`config.mk`:
```
export PLATFORM = sky130hd
export DESIGN_NAME = queue_ctrl
export DESIGN_NICKNAME = d
export VERILOG_FILES = /design/src/rtl/queue_ctrl_pkg.sv /design/src/rtl/queue_ptr.sv /design/src/rtl/queue_ctrl.sv
export SDC_FILE = /design/constraint.sdc
export NUM_CORES = 1
export LEC_CHECK = 0
export ABC_CLOCK_PERIOD_IN_PS = 3600
export BUFFER_PORTS_ARGS = -buffer_cell sky130_fd_sc_hd__buf_2
export CAP_MARGIN = 20
export CORE_UTILIZATION = 30
export CTS_BUF_LIST = sky130_fd_sc_hd__clkbuf_16
export DETAILED_ROUTE_END_ITERATION = 7
export PLACE_DENSITY_LB_ADDON = 0.05
export SLEW_MARGIN = 20
export SYNTH_ARGS = -nofsm -noshare
export SYNTH_HDL_FRONTEND = slang
export SYNTH_SLANG_ARGS = --single-unit
```
`constraint.sdc`:
```
create_clock -name clk -period 3.6 [get_ports clk]
set_clock_uncertainty 0.05 [all_clocks]
set_input_delay 0.54 -clock clk [delete_from_list [all_inputs] [get_ports clk]]
set_output_delay 0.54 -clock clk [all_outputs]
set_load 0.02 [all_outputs]
```
`src/rtl/queue_ctrl_pkg.sv`:
```
// Shared constants, FSM state type and the row-decode helper for the
// 8-entry register-file queue controller.
package queue_ctrl_pkg;

  localparam int DEPTH = 8;
  localparam int PTR_W = 3;

  // Occupancy value that means every row holds a live word.
  localparam logic [PTR_W:0] CNT_FULL = 4'd8;

  typedef enum logic [1:0] {
    ST_EMPTY  = 2'd0,
    ST_ACTIVE = 2'd1,
    ST_FULL   = 2'd2
  } q_state_e;

  // demux8-style decode: a single 1 routed to row idx.
  function automatic logic [DEPTH-1:0] onehot8(input logic [PTR_W-1:0] idx);
    logic [DEPTH-1:0] v;
    v      = '0;
    v[idx] = 1'b1;
    return v;
  endfunction

endpackage

```
`src/rtl/queue_ptr.sv`:
```
// Wrap-bit pointer: W-1 index bits plus an MSB that toggles on roll-over.
// Clear wins over increment.
module queue_ptr #(
  parameter int W = 4
) (
  input  logic         clk,
  input  logic         reset_,
  input  logic         clr,
  input  logic         inc,
  output logic [W-1:0] ptr
);

  logic [W-1:0] ptr_q, ptr_d;

  // Next pointer: clear, advance by one, or hold.
  always_comb begin
    ptr_d = ptr_q;
    if (clr)      ptr_d = '0;
    else if (inc) ptr_d = ptr_q + {{(W-1){1'b0}}, 1'b1};
  end

  // Pointer register with asynchronous active-low reset.
  always_ff @(posedge clk or negedge reset_) begin
    if (!reset_) ptr_q <= '0;
    else         ptr_q <= ptr_d;
  end

  assign ptr = ptr_q;

endmodule

```
`src/rtl/queue_ctrl.sv`:
```
// Pointer/flag controller for the 8-entry register-file queue. Holds no
// data: it drives the storage row load enables and the read-mux select.
//
// Handshake: a push is accepted on an edge where push_valid && push_ready,
// a pop on an edge where pop_valid && pop_ready. Both ready/valid outputs
// depend only on registered state, never on the partner's inputs, and
// flush suppresses both transfers in its cycle.
module queue_ctrl
  import queue_ctrl_pkg::*;
(
  input  logic             clk,
  input  logic             reset_,
  input  logic             push_valid,
  output logic             push_ready,
  output logic             pop_valid,
  input  logic             pop_ready,
  input  logic             flush,
  output logic [DEPTH-1:0] wr_en,
  output logic [PTR_W-1:0] rd_sel,
  output logic [PTR_W:0]   count,
  output logic             full,
  output logic             empty,
  output logic             ovf,
  output logic             udf,
  output q_state_e         dbg_st
);

  logic [PTR_W:0] head, tail;
  logic [PTR_W:0] cnt_next;
  logic           push_fire, pop_fire;
  q_state_e       st_q, st_d;
  logic           ovf_q, ovf_d, udf_q, udf_d;

  // Flags come from the FSM; they track the pointer compare by construction.
  assign full       = (st_q == ST_FULL);
  assign empty      = (st_q == ST_EMPTY);
  assign push_ready = ~full;
  assign pop_valid  = ~empty;

  assign push_fire = push_valid & ~full & ~flush;
  assign pop_fire  = pop_ready & ~empty & ~flush;

  // Occupancy is the pointer difference mod 16; wrap bits make 8 distinct from 0.
  assign count    = tail - head;
  assign cnt_next = count + {{PTR_W{1'b0}}, push_fire} - {{PTR_W{1'b0}}, pop_fire};

  // Row load enable: only while out of reset so a held reset never writes.
  assign wr_en  = (push_fire & reset_) ? onehot8(tail[PTR_W-1:0]) : '0;
  assign rd_sel = head[PTR_W-1:0];

  assign ovf    = ovf_q;
  assign udf    = udf_q;
  assign dbg_st = st_q;

  queue_ptr #(.W(PTR_W + 1)) u_head (
    .clk    (clk),
    .reset_ (reset_),
    .clr    (flush),
    .inc    (pop_fire),
    .ptr    (head)
  );

  queue_ptr #(.W(PTR_W + 1)) u_tail (
    .clk    (clk),
    .reset_ (reset_),
    .clr    (flush),
    .inc    (push_fire),
    .ptr    (tail)
  );

  // Control FSM next state, steered by the post-edge occupancy.
  always_comb begin
    st_d = st_q;
    case (st_q)
      ST_EMPTY:  if (push_fire) st_d = ST_ACTIVE;
      ST_ACTIVE: begin
        if (cnt_next == CNT_FULL)      st_d = ST_FULL;
        else if (cnt_next == '0)       st_d = ST_EMPTY;
      end
      ST_FULL:   if (pop_fire) st_d = ST_ACTIVE;
      default:   st_d = ST_EMPTY;
    endcase
    if (flush) st_d = ST_EMPTY;
  end

  // Sticky error flags: a rejected request leaves a mark until flush/reset.
  always_comb begin
    ovf_d = ovf_q | (push_valid & full);
    udf_d = udf_q | (pop_ready & empty);
    if (flush) begin
      ovf_d = 1'b0;
      udf_d = 1'b0;
    end
  end

  // State and error-flag registers.
  always_ff @(posedge clk or negedge reset_) begin
    if (!reset_) begin
      st_q  <= ST_EMPTY;
      ovf_q <= 1'b0;
      udf_q <= 1'b0;
    end else begin
      st_q  <= st_d;
      ovf_q <= ovf_d;
      udf_q <= udf_d;
    end
  end

endmodule
```
==> flow_results.xml <==
<?xml version="1.0" encoding="UTF-8"?>
<metrics>
  <group name="status">
    <metric name="run_status" unit="">finished, final reports clean</metric>
  </group>
  <group name="yosys">
    <metric name="syn_avg_cell_area" unit="µm²">8.722</metric>
    <metric name="syn-cell-area" unit="µm²">907.1</metric>
    <metric name="synth.lib_cells_used.distinct" unit="">27</metric>
    <metric name="ys_top_cells_by_count" unit="">nor2_1, inv_1, dfrtp_1, ha_1</metric>
    <metric name="netlist_instances" unit="">104</metric>
    <metric name="synthDominantAreaCellType" unit="">dfrtp_1</metric>
    <metric name="postSynthRegisterBits" unit="">12</metric>
    <metric name="net_count_after_synthesis" unit="">120</metric>
    <metric name="synth_top_area_cells" unit="">dfrtp_1, ha_1, nor2_1</metric>
    <metric name="yosysWarnings" unit="">0</metric>
    <metric name="synth_largest_type_area_fraction" unit="">0.3310</metric>
    <metric name="synth-edff-count" unit="">0</metric>
    <metric name="yosys_most_used_dff" unit="">dfrtp_1</metric>
    <metric name="synthArstFlopShare" unit="">1.000</metric>
    <metric name="post-synth-top-count-cell" unit="">nor2_1</metric>
    <metric name="synth_seq_area_share" unit="">0.3310</metric>
  </group>
  <group name="sta">
    <metric name="fin_hold_ws" unit="ps">139.5</metric>
    <metric name="aggregate_negative_setup_slack" unit="ps">0</metric>
    <metric name="fin_crit" unit="ps">3190</metric>
    <metric name="min_period_over_period" unit="">0.8860</metric>
    <metric name="worstMarginPinSlew" unit="ps">315.2</metric>
    <metric name="timing.max_slew.rel_slack" unit="">0.7899</metric>
    <metric name="max_transition_viols_final" unit="">0</metric>
    <metric name="post-route-worst-setup-slack" unit="ps">410.5</metric>
    <metric name="setup-violations-final" unit="">0</metric>
    <metric name="timing.final.hold_violations" unit="">0</metric>
    <metric name="rsz_0062_raised_after_global_routing" unit="">false</metric>
    <metric name="fmaxAchievable" unit="GHz">0.3135</metric>
  </group>
  <group name="floorplanning">
    <metric name="fp.dieArea" unit="µm²">3248</metric>
    <metric name="floorplan.core_area" unit="µm²">2805</metric>
    <metric name="dieWidth" unit="µm">56.99</metric>
    <metric name="boundaryPins" unit="">28</metric>
    <metric name="overall_die_height" unit="µm">56.99</metric>
    <metric name="initial_utilization" unit="">0.3234</metric>
    <metric name="core.rowCount" unit="">19</metric>
  </group>
  <group name="flow_run">
    <metric name="max_cap_viol_count" unit="">0</metric>
  </group>
  <group name="placement">
    <metric name="detailed_place_hpwl" unit="µm">1540</metric>
    <metric name="place_congestion" unit="">0.7855</metric>
    <metric name="dpl_worst_slack" unit="ps">374.9</metric>
    <metric name="i_o_buffers" unit="">27</metric>
  </group>
  <group name="clocking">
    <metric name="cts-resized-gates" unit="">0</metric>
    <metric name="root_buffer" unit="">clkbuf_16</metric>
    <metric name="cts_buffer_depth" unit="">2</metric>
    <metric name="insertion_delay" unit="ps">230</metric>
    <metric name="post-cts-setup-buffer-count" unit="">0</metric>
    <metric name="holdBufCountCts" unit="">0</metric>
    <metric name="numClockSinks" unit="">12</metric>
    <metric name="tritoncts_clock_tree" unit="">done</metric>
    <metric name="ctsHtreeMaxLevel" unit="">1</metric>
    <metric name="clk_transition_reported_paths" unit="ps">40</metric>
    <metric name="cts_made_buffers" unit="">3</metric>
  </group>
  <group name="pwr">
    <metric name="power_frac_clock" unit="">0.324</metric>
    <metric name="power_frac_comb" unit="">0.406</metric>
    <metric name="power_switching" unit="µW">215.9</metric>
    <metric name="power.ir.vdd_worst" unit="µV">276.4</metric>
    <metric name="netSwitchingFraction" unit="">0.3565</metric>
    <metric name="powerDensity" unit="nW/µm²">536.0</metric>
    <metric name="internal_cell_power" unit="µW">389.7</metric>
    <metric name="power.share.sequential" unit="">0.270</metric>
    <metric name="power" unit="µW">605.6</metric>
    <metric name="leak_pwr" unit="µW">0.0005818</metric>
  </group>
  <group name="worst_setup_path">
    <metric name="endpoint_kind" unit="">flop</metric>
    <metric name="path_common_cell" unit="">ha_1</metric>
    <metric name="timing.critical_path.buf_inv" unit="">1</metric>
    <metric name="timing.critical_path.from_type" unit="">flop</metric>
    <metric name="regToRegSetupSlack" unit="ps">410</metric>
    <metric name="timing.setup.critical_path_class" unit="">reg -&gt; reg</metric>
    <metric name="worst-endpoint-required" unit="ps">3680</metric>
    <metric name="critPathMaxFanout" unit="">6</metric>
    <metric name="crit_slowest_cell" unit="">or4b_1</metric>
    <metric name="crit_path_cell_trace" unit="">nand2b_2, nand2_2, or2_2, ha_1, inv_1, ha_1, fa_1, xor2_1, or3_1, or4b_1, o32ai_1</metric>
    <metric name="critical-path-top-delay-family" unit="">simple AND/OR/NAND/NOR gates</metric>
    <metric name="cp_data_arrival_time" unit="ps">3270</metric>
    <metric name="maximum_single_stage_delay_on_the_critical_path" unit="ps">480</metric>
  </group>
  <group name="route">
    <metric name="routed-via-count" unit="">745</metric>
    <metric name="detail_route.first_pass.iterations" unit="">4</metric>
    <metric name="drcViolationCount" unit="">0</metric>
    <metric name="avgRoutedWirePerCell" unit="µm">12.16</metric>
    <metric name="via_per_inst" unit="">4.627</metric>
    <metric name="dr.first_iter.drc_count" unit="">18</metric>
    <metric name="wl" unit="µm">1957</metric>
    <metric name="route.antenna.remaining_nets" unit="">0</metric>
  </group>
  <group name="global_route">
    <metric name="largest_net_degree_at_the_start_of_global_routing" unit="">18</metric>
    <metric name="vias_in_the_first_global_route" unit="">670</metric>
    <metric name="overflow" unit="">0</metric>
    <metric name="grt_first_pass_wirelength" unit="µm">3284</metric>
    <metric name="grt_antenna_before_repair" unit="">0</metric>
    <metric name="grt_util_all_layers" unit="">0.1327</metric>
  </group>
  <group name="layout">
    <metric name="antenna_cells_inserted" unit="">0</metric>
    <metric name="drive_gt1_frac" unit="">0.2692</metric>
    <metric name="final_nets" unit="">148</metric>
    <metric name="flow.area_growth_from_synthesis" unit="%">24.55</metric>
    <metric name="final_util" unit="">0.4028</metric>
  </group>
  <group name="min_path">
    <metric name="timing.hold.worst.class" unit="">in -&gt; async</metric>
  </group>
</metrics>
==> cells in the final DEF, fill, tap and decap left out <==
| cell | netlist | layout |
|---|---|---|
| nand2_2 | 1 | 1 |
| nor2b_1 | 1 | 1 |
| dfrtp_1 | 12 | 12 |
| nor3_1 | 3 | 3 |
| nand3_1 | 2 | 2 |
| nand3b_1 | 1 | 1 |
| buf_2 | 0 | 27 |
| or4_4 | 2 | 2 |
| a21o_1 | 1 | 1 |
| fa_1 | 2 | 2 |
| a21oi_1 | 6 | 6 |
| xnor2_1 | 7 | 7 |
| nand2_1 | 7 | 7 |
| xor2_1 | 5 | 5 |
| inv_1 | 13 | 13 |
| or2_2 | 1 | 1 |
| nand2b_1 | 2 | 2 |
| ha_1 | 9 | 9 |
| mux2i_1 | 1 | 1 |
| o32ai_1 | 1 | 1 |
| a31oi_1 | 1 | 1 |
| clkbuf_16 | 0 | 3 |
| nand2b_2 | 1 | 1 |
| nand4_1 | 1 | 1 |
| nor2_1 | 18 | 18 |
| or3_1 | 1 | 1 |
| or4b_1 | 1 | 1 |
==> flip-flops by register name, summed over array words and instances, names as in the netlist <==
name,flops
u_tail.ptr,4
u_head.ptr,4
dbg_st,2
udf,1
ovf,1
==> logic make-up (layout without fill, tap and decap cells) <==
group	count (synthesis)	count (layout)	share of synthesized area
compound gates	9	9	0.05794
xor+xnor	12	12	0.1159
fa+ha+maj	11	11	0.1683
buf+inv	17	43	0.08276
flops	12	12	0.3310
mux	1	1	0.01103
simple gates	42	42	0.2331
==> metal layers <==
layer  global-route usage  vias up  wire length (µm)
met4              0.07317        0                21
met2               0.1697       14               831
li1                     -      393                 -
met1               0.2080      336              1034
met5                    0        -                 0
met3              0.02041        2                69
==> layout make-up <==
class / instances / area (µm²)
flip-flops and latches: 12 / 300.3
well taps: 31 / 38.79
clock buffers: 3 / 75.07
repair buffers: 27 / 135.1
inverters: 13 / 48.80
fillers: 296 / 1675
multi-input cells: 75 / 531.8
==> stage by stage <==
stage          instance area (µm²)  std cells
2_1_floorplan                907.1        104
3_3_place_gp                  1055        158
3_5_place_dp                  1055        158
4_1_cts                       1130        161
5_1_grt                       1130        161
6_report                      1130        161
==> power by group through the flow <==
stage / Clock, µW / Sequential (µW) / Combinational (µW)
2_1_floorplan: 0 / 169 / 175
3_3_place_gp: 0 / 165 / 246
3_5_place_dp: 0 / 166 / 243
4_1_cts: 205 / 164 / 247
5_1_grt: 209 / 166 / 273
6_report: 196 / 164 / 246
==> worst paths after layout <==
| path | depth (start not counted) | end | startpoint |
|---|---|---|---|
| max | 11 | dbg_st[1] | dbg_st[0] |
| max in group asynchronous | 1 | u_head.ptr[1] | reset_ |
| min | 1 | u_tail.ptr[0] | reset_ |
| min reg2reg | 2 | ovf | ovf |
| max reg2reg | 11 | dbg_st[1] | dbg_st[0] |
| min in group clk | 2 | ovf | ovf |
(Power assumes the default switching activity.)
